==> src/rtl/fifo_sync_flags.sv <==
// Single-clock FIFO with registered read data, registered occupancy flags
// and sticky overflow/underflow error flags.
module fifo_sync_flags #(
    parameter int DATA_WIDTH = 9,
    parameter int ADDR_WIDTH = 3,
    parameter int AF_LEVEL   = 6,
    parameter int AE_LEVEL   = 1
) (
    input  logic                  clk,
    input  logic                  rst,
    input  logic                  clr,
    input  logic                  wr_en,
    input  logic [DATA_WIDTH-1:0] din,
    input  logic                  rd_en,
    output logic [DATA_WIDTH-1:0] dout,
    output logic                  dout_valid,
    output logic                  full,
    output logic                  empty,
    output logic                  almost_full,
    output logic                  almost_empty,
    output logic [ADDR_WIDTH:0]   count,
    output logic                  overflow,
    output logic                  underflow
);
    localparam int DEPTH = 1 << ADDR_WIDTH;
    localparam logic [ADDR_WIDTH:0] DEPTH_C = {1'b1, {ADDR_WIDTH{1'b0}}};
    localparam logic [ADDR_WIDTH:0] AF_C    = AF_LEVEL[ADDR_WIDTH:0];
    localparam logic [ADDR_WIDTH:0] AE_C    = AE_LEVEL[ADDR_WIDTH:0];

    logic [DATA_WIDTH-1:0] r_mem [DEPTH];
    logic [ADDR_WIDTH-1:0] r_wr_ptr, r_rd_ptr;
    logic [ADDR_WIDTH:0]   r_cnt;
    logic [DATA_WIDTH-1:0] r_dout;
    logic                  r_dv, r_full, r_empty, r_af, r_ae, r_ovf, r_udf;

    logic                  w_rd_acc, w_wr_acc;
    logic [ADDR_WIDTH:0]   w_cnt_nxt;

    // A write at full is only accepted when a read frees a slot on the same edge.
    assign w_rd_acc = rd_en && !r_empty && !clr;
    assign w_wr_acc = wr_en && (!r_full || w_rd_acc) && !clr;

    always_comb begin
        w_cnt_nxt = r_cnt;
        if (clr)
            w_cnt_nxt = '0;
        else if (w_wr_acc && !w_rd_acc)
            w_cnt_nxt = r_cnt + 1'b1;
        else if (w_rd_acc && !w_wr_acc)
            w_cnt_nxt = r_cnt - 1'b1;
    end

    always_ff @(posedge clk) begin
        if (w_wr_acc)
            r_mem[r_wr_ptr] <= din;
    end

    always_ff @(posedge clk or negedge rst) begin
        if (!rst) begin
            r_wr_ptr <= '0;
            r_rd_ptr <= '0;
            r_cnt    <= '0;
            r_dout   <= '0;
            r_dv     <= 1'b0;
            r_full   <= 1'b0;
            r_empty  <= 1'b1;
            r_af     <= 1'b0;
            r_ae     <= 1'b1;
            r_ovf    <= 1'b0;
            r_udf    <= 1'b0;
        end else begin
            r_cnt   <= w_cnt_nxt;
            r_full  <= (w_cnt_nxt == DEPTH_C);
            r_empty <= (w_cnt_nxt == '0);
            r_af    <= (w_cnt_nxt >= AF_C);
            r_ae    <= (w_cnt_nxt <= AE_C);
            r_dv    <= w_rd_acc;
            if (clr) begin
                r_wr_ptr <= '0;
                r_rd_ptr <= '0;
                r_ovf    <= 1'b0;
                r_udf    <= 1'b0;
            end else begin
                if (w_wr_acc)
                    r_wr_ptr <= r_wr_ptr + 1'b1;
                if (w_rd_acc) begin
                    r_rd_ptr <= r_rd_ptr + 1'b1;
                    r_dout   <= r_mem[r_rd_ptr];
                end
                if (wr_en && !w_wr_acc)
                    r_ovf <= 1'b1;
                if (rd_en && !w_rd_acc)
                    r_udf <= 1'b1;
            end
        end
    end

    assign dout         = r_dout;
    assign dout_valid   = r_dv;
    assign full         = r_full;
    assign empty        = r_empty;
    assign almost_full  = r_af;
    assign almost_empty = r_ae;
    assign count        = r_cnt;
    assign overflow     = r_ovf;
    assign underflow    = r_udf;
endmodule

==> config.mk <==
export PLATFORM = sky130hd
export DESIGN_NAME = fifo_sync_flags
export DESIGN_NICKNAME = d
export VERILOG_FILES = /design/src/rtl/fifo_sync_flags.sv
export SDC_FILE = /design/constraint.sdc
export NUM_CORES = 1
export LEC_CHECK = 0
export CAP_MARGIN = 25
export CELL_PAD_IN_SITES_DETAIL_PLACEMENT = 1
export CELL_PAD_IN_SITES_GLOBAL_PLACEMENT = 1
export CORE_ASPECT_RATIO = 0.9
export CORE_MARGIN = 3
export CORE_UTILIZATION = 50
export CTS_BUF_LIST = sky130_fd_sc_hd__clkbuf_4
export DETAILED_ROUTE_END_ITERATION = 6
export PLACE_DENSITY_LB_ADDON = 0.1
export SLEW_MARGIN = 20
export SYNTH_ARGS = -nofsm -noshare
export SYNTH_HDL_FRONTEND = slang
export SYNTH_SLANG_ARGS = --single-unit
export TNS_END_PERCENT = 1
==> constraint.sdc <==
create_clock -name clk -period 4.4 [get_ports clk]
set_input_delay 0.88 -clock clk [delete_from_list [all_inputs] [get_ports clk]]
set_output_delay 0.88 -clock clk [all_outputs]
set_load 0.01 [all_outputs]
==> out/qor.csv <==
stage,metric,value,unit
outcome,status,"finished, final reports clean",
routing,vias_per_cell,5.68,
pwr,power_frac_clock,19.9,%
routing,drc_errors,0,
sta,tns,0,ns
setup_path,path_buf_inv,1,
clocking,ctsRootBufferMaster,clkbuf_4,
clocking,post-cts-setup-buffers,0,
yosys,postSynthAreaPerCell,17.5,um^2
sta,fmax,0.343,GHz
clocking,cts_hold_buf,0,
global_routing,grt_use_total,18.5,%
finish,layout.nets,283,
global_routing,overflow,0,
yosys,ys_warn_count,0,
clocking,postCtsResizedCells,0,
clocking,clk_pin_slew,0.15,ns
setup_path,cp.depth,4,
pwr,p_seq_share,55.9,%
clocking,cts_buffer_depth,2,
routing,vias,2062,
yosys,synth_seq_cells,98,
floorplanning,die-area,8920,um^2
pwr,leakage,1.53,nW
yosys,syn-num-nets,241,
global_routing,antenna_found_initial,0,
sta,slew-limit-headroom,39.4,%
yosys,netlist_area,3910,um^2
setup_path,ff2ff_path_depth,4,
floorplanning,rows,29,
pwr,p_per_area,468,nW/um^2
setup_path,start_kind,input pin,
sta,hold_viol,0,
clocking,cts_made_buffers,9,
yosys,syn_inst,223,
sta,worstMarginPinSlew,0.908,ns
setup_path,slowest_stage,clkdlybuf4s50_1,
sta,final.period_utilization,66.3,%
routing,drtIter0Drc,105,
finish,final_cell_mix,"edfxtp_1 (72), clkdlybuf4s50_1 (32), nor2_1 (29), dfrtp_1 (24), mux4_2 (18)",
placed_design,dp_hpwl,5.32,mm
finish,syn2layout_area_growth,14.3,%
global_routing,grt_max_degree,24,
sta,rsz0062_at_grt,false,
pwr,ir_drop,0.211,mV
sta,drv_slew,0,
clocking,cts_max_level,3,
pwr,p_sw_share,28.1,%
floorplanning,initial_utilization,53.3,%
yosys,yosysSeqAreaShare,72.0,%
floorplanning,die_y,89.9,um
global_routing,grt_pass1_wl,12.1,mm
placed_design,portBuffers,33,
routing,routedWlPerCell,21.3,um
setup_path,crit_start,wr_en,
finish,final_common_cell,edfxtp_1,
routing,drt-total-wl,7.72,mm
pwr,power_switching,588,uW
worst_hold_path,hp-class,input pin to async pin,
setup_path,max_stage_delay,0.68,ns
setup_path,cp.required,4.46,ns
pwr,intPower,1.50,mW
global_routing,grt_pass1_vias,2107,
sta,finalSetupViolCount,0,
setup_path,crit_family,simple AND/OR/NAND/NOR gates,
sta,fin_worst_skew,0.0217,ns
sta,period_needed,2.92,ns
setup_path,worstPathCellList,clkdlybuf4s50_1 > o21ai_1 > or3_1 > nor2_1,
setup_path,r2r_setup_slack,2.10,ns
routing,antenna_left,0,
finish,diodes,0,
placed_design,dp_worst_setup_slack,1.02,ns
routing,dr.pass1.iters,4,
clocking,insertion_delay,0.44,ns
clocking,cts_tree,built,
setup_path,crit_path_end_kind,register,
setup_path,worstSetupPathType,input pin to register,
pwr,power_frac_comb,24.2,%
floorplanning,ios,34,
finish,drive_above_1_share,19.6,%
setup_path,r2r-start,empty,
run,maxCapViolations,0,
setup_path,crit_path_max_fanout,9,
clocking,cts.sinks,98,
yosys,ys_types,34,
sta,setup_ws,1.48,ns
setup_path,cp.arrival,2.98,ns
floorplanning,chipWidth,99.2,um
placed_design,gp_congestion,0.791,
floorplanning,core_area,7330,um^2
logic make-up after synthesis:
kind of cell	share of synthesized area [%]
adder cells (fa/ha/maj)	1.28
AND/OR/NAND/NOR	6.91
AO/OA/AOI/OAI	2.95
multiplexers	13.4
buffers and inverters	2.05
XOR/XNOR	1.34
flip-flops	72.0
stage by stage:
stage	util, %	instances	cell area, um^2	hold WS (ns)	power (mW)
after global placement	59.4	347	4350	0.476	1.68
after detailed placement	59.3	347	4350	0.496	1.70
after CTS	61.0	363	4470	0.420	2.12
after global routing	61.0	363	4470	0.405	2.20
final	61.0	363	4470	0.411	2.09
after floorplan	-	223	3910	0.526	1.46
cell usage after synthesis:
library cell  instances  area (um^2)
a211oi_1              1         7.51
dfrtp_1              24          601
a21o_2                1         8.76
nand2b_4              1         13.8
nor3_1                3         15.0
o21ai_1               2         10.0
nand3_1               1         5.00
a41o_2                1         11.3
buf_4                 1         7.51
or3_1                 2         12.5
and4bb_2              1         12.5
nand2b_1              3         18.8
xnor2_1               4         35.0
edfxtp_1             72         2160
buf_6                 2         22.5
a211o_1               1         8.76
nor2_1               29          109
inv_1                 5         18.8
mux2i_1              12          120
a31oi_1               1         6.26
and3b_4               1         12.5
a21boi_0              1         7.51
nor3_4                1         16.3
dfstp_2               2         52.6
clkbuf_1              3         11.3
nor4_1                1         6.26
buf_2                 4         20.0
ha_1                  4         50.1
nor3b_2               1         12.5
a21oi_1              11         55.1
nand2_1               6         22.5
nor2b_4               1         13.8
xor2_1                2         17.5
mux4_2               18          405
final timing paths:
check                          endpoint
max                         r_mem[4][5]
min                             dout[7]
max reg2reg                 r_mem[4][5]
min reg2reg                    overflow
max in group asynchronous  almost_empty
min in group clk               overflow
power groups by stage:
stage | combinational, mW | clock, mW | sequential [mW]
finish | 0.505 | 0.416 | 1.17
CTS | 0.515 | 0.432 | 1.17
global route | 0.547 | 0.470 | 1.18
detailed placement | 0.513 | 0 | 1.19
global placement | 0.497 | 0 | 1.19
floorplan | 0.277 | 0 | 1.19
final cells by class:
type,count,area [um^2]
timing repair buffer,41,385
sequential,98,2820
multi-input combinational,110,1010
inverter,5,18.8
clock buffer,12,90.1
clock inverter,4,28.8
fill,672,2860
tap,93,116
flip-flops by register name (all words and copies together) (netlist names):
| name | cells |
|---|---|
| dout_valid | 1 |
| overflow | 1 |
| dout | 9 |
| r_mem | 72 |
| r_rd_ptr | 3 |
| almost_full | 1 |
| r_wr_ptr | 3 |
| empty | 1 |
| count | 4 |
| full | 1 |
| underflow | 1 |
| almost_empty | 1 |
per-layer routing:
metal / up-vias / routed length (um) / GRT usage [%]
li1: 932 / - / -
met1: 1082 / 3670 / 27.7
met2: 41 / 3630 / 27.2
met3: 7 / 361 / 5.73
met4: 0 / 61 / 3.41
met5: - / 0 / 0
Note: power is estimated with default switching activity, not from simulation.
